<file path="src/rtl/run_ctrl_pkg.sv">
// Shared types and default constants for the core run controller.
package run_ctrl_pkg;

    typedef enum logic [1:0] {
        IDLE  = 2'd0,
        RESET = 2'd1,
        RUN   = 2'd2,
        DONE  = 2'd3
    } run_state_t;

    localparam int unsigned RST_CYCLES_DEF = 4;
    localparam int unsigned CW_DEF         = 16;
    localparam int unsigned MAX_CYCLES_DEF = 60000;

    // The core is held in reset while parked in IDLE and during the reset hold.
    function automatic logic holds_core_reset(input run_state_t s);
        return (s == IDLE) || (s == RESET);
    endfunction

    function automatic logic is_busy(input run_state_t s);
        return (s == RESET) || (s == RUN);
    endfunction

endpackage

</file>
<file path="src/rtl/sat_counter.sv">
// Up-counter with synchronous clear and enable that sticks at its all-ones value.
module sat_counter #(
    parameter int unsigned W = 8
) (
    input  logic         clk,
    input  logic         reset,
    input  logic         clear_i,
    input  logic         en_i,
    output logic [W-1:0] count_o
);

    localparam logic [W-1:0] CNT_MAX = '1;

    logic [W-1:0] count_q;
    logic [W-1:0] count_d;

    // NOTE: every signal written here gets a default first, so no latch is inferred.
    always_comb begin
        count_d = count_q;
        if (clear_i) begin
            count_d = '0;
        end else if (en_i && (count_q != CNT_MAX)) begin
            count_d = count_q + 1'b1;
        end
    end

    // NOTE: state registers use non-blocking assignments so all flops update together.
    always_ff @(posedge clk) begin
        if (reset) begin
            count_q <= '0;
        end else begin
            count_q <= count_d;
        end
    end

    assign count_o = count_q;

endmodule

</file>
<file path="src/rtl/core_run_ctrl.sv">
// Sequences one processor run: reset hold, start pulse, wait for done or watchdog,
// then presents sticky status to the host. All outputs are registered.
module core_run_ctrl
    import run_ctrl_pkg::*;
#(
    parameter int unsigned RST_CYCLES = RST_CYCLES_DEF,
    parameter int unsigned CW         = CW_DEF,
    parameter int unsigned MAX_CYCLES = MAX_CYCLES_DEF
) (
    input  logic          clk,
    input  logic          reset,
    input  logic          start,
    input  logic          core_done,
    output logic          core_reset,
    output logic          core_req,
    output logic          busy,
    output logic          done,
    output logic          timeout,
    output logic [CW-1:0] cycle_count
);

    localparam int unsigned   RW        = $clog2(RST_CYCLES + 1);
    localparam logic [RW-1:0] RST_LAST  = RW'(RST_CYCLES - 1);
    localparam logic [CW-1:0] CNT_LIMIT = CW'(MAX_CYCLES);

    run_state_t state_q, state_d;

    logic core_reset_q, core_reset_d;
    logic core_req_q,   core_req_d;
    logic busy_q,       busy_d;
    logic done_q,       done_d;
    logic timeout_q,    timeout_d;

    logic [RW-1:0] rst_cnt;
    logic [CW-1:0] run_cnt;
    logic          finish_ok;
    logic          finish_wd;
    logic          enter_reset;

    // Reset-hold counter: zero outside RESET, counts RESET cycles from 0.
    sat_counter #(.W(RW)) u_rst_cnt (
        .clk     (clk),
        .reset   (reset),
        .clear_i (state_q != RESET),
        .en_i    (state_q == RESET),
        .count_o (rst_cnt)
    );

    // Run-cycle counter: cleared on entry to RESET, bumped on every edge that lands in RUN,
    // so it reads 1 on the first RUN cycle and holds its value once DONE is entered.
    sat_counter #(.W(CW)) u_run_cnt (
        .clk     (clk),
        .reset   (reset),
        .clear_i (state_d == RESET),
        .en_i    (state_d == RUN),
        .count_o (run_cnt)
    );

    always_comb begin
        state_d   = state_q;
        done_d    = done_q;
        timeout_d = timeout_q;
        finish_ok = 1'b0;
        finish_wd = 1'b0;

        case (state_q)
            IDLE: begin
                if (start) state_d = RESET;
            end
            RESET: begin
                if (rst_cnt == RST_LAST) state_d = RUN;
            end
            RUN: begin
                // Done seen on the request cycle is left over from the previous run.
                finish_ok = core_done && !core_req_q;
                finish_wd = (run_cnt == CNT_LIMIT);
                if (finish_ok || finish_wd) begin
                    state_d   = DONE;
                    done_d    = 1'b1;
                    timeout_d = !finish_ok;
                end
            end
            DONE: begin
                if (start) state_d = RESET;
            end
            default: state_d = IDLE;
        endcase

        enter_reset = (state_d == RESET) && (state_q != RESET);
        if (enter_reset) begin
            done_d    = 1'b0;
            timeout_d = 1'b0;
        end

        core_reset_d = holds_core_reset(state_d);
        busy_d       = is_busy(state_d);
        core_req_d   = (state_d == RUN) && (state_q != RUN);
    end

    always_ff @(posedge clk) begin
        if (reset) begin
            state_q      <= IDLE;
            core_reset_q <= 1'b1;
            core_req_q   <= 1'b0;
            busy_q       <= 1'b0;
            done_q       <= 1'b0;
            timeout_q    <= 1'b0;
        end else begin
            state_q      <= state_d;
            core_reset_q <= core_reset_d;
            core_req_q   <= core_req_d;
            busy_q       <= busy_d;
            done_q       <= done_d;
            timeout_q    <= timeout_d;
        end
    end

    assign core_reset  = core_reset_q;
    assign core_req    = core_req_q;
    assign busy        = busy_q;
    assign done        = done_q;
    assign timeout     = timeout_q;
    assign cycle_count = run_cnt;

    a_req_in_busy:   assert property (@(posedge clk) disable iff (reset) core_req_q |-> busy_q);
    a_done_not_busy: assert property (@(posedge clk) disable iff (reset) done_q |-> !busy_q);
    a_timeout_done:  assert property (@(posedge clk) disable iff (reset) timeout_q |-> done_q);

endmodule

</file>
<file path="config.mk">
export PLATFORM = sky130hd
export DESIGN_NAME = core_run_ctrl
export DESIGN_NICKNAME = d
export VERILOG_FILES = /design/src/rtl/run_ctrl_pkg.sv /design/src/rtl/sat_counter.sv /design/src/rtl/core_run_ctrl.sv
export SDC_FILE = /design/constraint.sdc
export NUM_CORES = 1
export LEC_CHECK = 0
export BUFFER_PORTS_ARGS = -buffer_cell sky130_fd_sc_hd__buf_2
export CAP_MARGIN = 0
export CELL_PAD_IN_SITES_DETAIL_PLACEMENT = 1
export CELL_PAD_IN_SITES_GLOBAL_PLACEMENT = 2
export CORE_UTILIZATION = 35
export CTS_CLUSTER_DIAMETER = 30
export DETAILED_ROUTE_END_ITERATION = 12
export GPL_ROUTABILITY_DRIVEN = 0
export MAX_ROUTING_LAYER = met4
export PLACE_DENSITY = 0.81
export SYNTH_ARGS = -nofsm -noshare
export SYNTH_HDL_FRONTEND = slang
export SYNTH_SLANG_ARGS = --single-unit
</file>
<file path="constraint.sdc">
create_clock -name clk -period 3.7 [get_ports clk]
set_input_delay 0.74 -clock clk [delete_from_list [all_inputs] [get_ports clk]]
set_output_delay 0.74 -clock clk [all_outputs]
set_load 0.02 [all_outputs]
</file>
==> flow_summary.json <==
{
  "reg2reg_from": "u_run_cnt.count_o[0]",
  "grt_pass1_vias": 1344,
  "crit_chain": "inv_1, ha_1, or4b_1, nor4_1, o21a_1, o21ai_0, ha_1, and3_1, o2111ai_1, o21ai_0, a21oi_1",
  "worst_slew_pin_slew_ps": 571,
  "root_buffer": "clkbuf_8",
  "holdBufCountCts": 0,
  "portBuffers": 24,
  "hold_violations": 0,
  "ys_ff_latch": 26,
  "status": "finished clean",
  "switching_power_mw": 0.121,
  "die-area_sq_um": 4190,
  "swShare_pct": 21.5,
  "end_kind": "register",
  "ys_types": 43,
  "synth.avg_cell_area_sq_um": 9.11,
  "synth-edff-count": 0,
  "grt_pass1_wl_um": 6110,
  "crit_slowest_cell": "or4b_1",
  "reg2reg_to": "u_run_cnt.count_o[12]",
  "final_util_pct": 43.6,
  "initial_core_util_pct": 37.0,
  "synth_flop_cell": "dfxtp_1",
  "cts_resized": 0,
  "max_slew_margin_pct": 61.6,
  "die_y_um": 64.7,
  "h-tree-depth": 1,
  "antennaDiodeCount": 0,
  "holdPathEnd": "done",
  "arrival_ps": 3070,
  "p_total_mw": 0.565,
  "core_area_sq_um": 3720,
  "slew_violations": 0,
  "rr_worst_depth": 11,
  "cts_buffer_depth": 2,
  "final_common_cell": "dfxtp_1",
  "p_leak_nw": 0.687,
  "crit_family": "simple AND/OR/NAND/NOR gates",
  "grtUsageTotal_pct": 19.1,
  "drt_wl_total_um": 3450,
  "nets": 191,
  "drc_errors": 0,
  "multi_input_area_sq_um": 803,
  "worstHoldStart": "done",
  "pre_cts_ws_ps": 763,
  "vias": 1272,
  "path_max_fanout": 7,
  "p_clk_share_pct": 41.7,
  "finalWorstSetupSlack_ps": 836,
  "ys_warn_count": 0,
  "cp.required_ps": 3900,
  "vias_per_cell": 5.65,
  "min_path_type": "reg2reg",
  "cts.sinks": 26,
  "ir_worst_vdd_mv": 0.128,
  "ys_seq_area_share_pct": 37.8,
  "setup_viol": 0,
  "synth_area_sq_um": 1380,
  "rows": 22,
  "drt_iter0_drc": 69,
  "skew_ps": 2.50,
  "final_cell_mix": "dfxtp_1, buf_2, a21oi_1",
  "synthCells": 151,
  "async_flop_share_pct": 0,
  "die_w_um": 64.7,
  "dpl.hpwl_um": 2640,
  "dpl.cell_count": 221,
  "cts_inserted_buffers": 3,
  "cts_tree": "done",
  "drv_cap": 0,
  "dr.pass1.iters": 4,
  "gr-total-overflow": 0,
  "antenna_found_initial": 0,
  "drive_above_1_share_pct": 23.2,
  "path_class": "reg2reg",
  "drtAntennaViolNets": 0,
  "rrSetupSlack_ps": 840,
  "post-cts-setup-buffer-count": 0,
  "power_frac_seq_pct": 50.7,
  "cp_slowest_stage_delay_ps": 460,
  "rsz0062_at_grt": "no",
  "fill_cells": 446,
  "combinationalPowerShare_pct": 7.6,
  "p_int_mw": 0.444,
  "seq_area_sq_um": 520,
  "grt_max_degree": 16,
  "cp.buffers_inverters": 1,
  "timing.final.crit_period_ps": 2860,
  "synth_nets": 164,
  "finalSetupTns_ps": 0,
  "clk_latency_ps": 270,
  "finalCritPeriodShare_pct": 77.4,
  "p_per_area_nw_per_um2": 349,
  "wl_per_cell_um": 15.3,
  "layout.cells.non_filler": 225,
  "path_clk_slew_ps": 90,
  "area_growth_pct": 17.7,
  "io_pins": 25,
  "cp-start-kind": "register",
  "holdPathStages": 1,
  "fmax_mhz": 349
}
-- sequential cells by signal (all words and copies together) (netlist names) --
register,cells
core_reset,1
u_run_cnt.count_o,16
timeout,1
u_rst_cnt.count_o,3
state_q,2
done,1
busy,1
core_req,1
-- cell usage after synthesis (2+ instances only) --
master	n	area share [%]
nand3_1	5	1.8
nand2_1	8	2.2
or4b_1	2	1.5
ha_1	9	8.2
and4_1	2	1.3
mux2i_1	2	1.5
or3_2	2	1.1
o211a_1	3	2.2
nor2_1	10	2.7
a21oi_1	13	4.7
nand4_1	2	0.91
o21ai_0	10	3.6
o21a_1	3	1.6
dfxtp_1	26	38
o31ai_1	4	2.2
or4_1	3	1.6
nor2b_1	2	0.91
inv_1	12	3.3
clkbuf_1	2	0.55
nor3_1	2	0.73
a31oi_1	2	0.91
and2_1	3	1.4
or3_1	4	1.8
-- power by group through the flow --
stage               Sequential, mW  Combinational, mW  Clock (mW)
detailed placement           0.293             0.0427           0
CTS                          0.286             0.0434       0.243
floorplan                    0.294             0.0296           0
finish                       0.286             0.0431       0.235
global placement             0.292             0.0421           0
global route                 0.287             0.0495       0.255
-- final cells by class --
type	instances	area share, %
tap	48	3.71
clock inverter	1	1.85
timing repair buffer	24	7.41
clock buffer	3	2.55
inverter	12	2.78
multi-input combinational	111	49.6
sequential	26	32.1
-- metal layers --
metal | global-route usage [%] | wire, um
met1 | 23.7 | 1640
met2 | 31.6 | 1650
met3 | 2.82 | 141
met4 | 6.11 | 19
met5 | - | 0
-- logic make-up after synthesis --
kind of cell | after synthesis | synth area share (%)
fa+ha+maj | 9 | 8.18
flops | 26 | 37.8
simple gates | 56 | 26.1
buf+inv | 14 | 3.82
compound gates | 41 | 20.5
mux | 3 | 2.27
xor+xnor | 2 | 1.27
-- per-stage QoR --
stage	area [sq um]	hold WS, ps
2_1_floorplan	1380	468
3_3_place_gp	1550	474
3_5_place_dp	1550	485
4_1_cts	1620	508
5_1_grt	1620	531
6_report	1620	498
-- worst max path at each step --
stage,from,endpoint,slack (ps),depth (start not counted)
after global placement,core_done,u_run_cnt.count_o[10],870,9
after global routing,u_run_cnt.count_o[0],u_run_cnt.count_o[12],570,11
after floorplan,u_run_cnt.count_o[0],u_run_cnt.count_o[15],1080,11
after CTS,u_run_cnt.count_o[0],u_run_cnt.count_o[12],830,11
final,u_run_cnt.count_o[0],u_run_cnt.count_o[12],840,11
after detailed placement,core_done,u_run_cnt.count_o[14],760,9
Power figures use the tool's default switching activity.
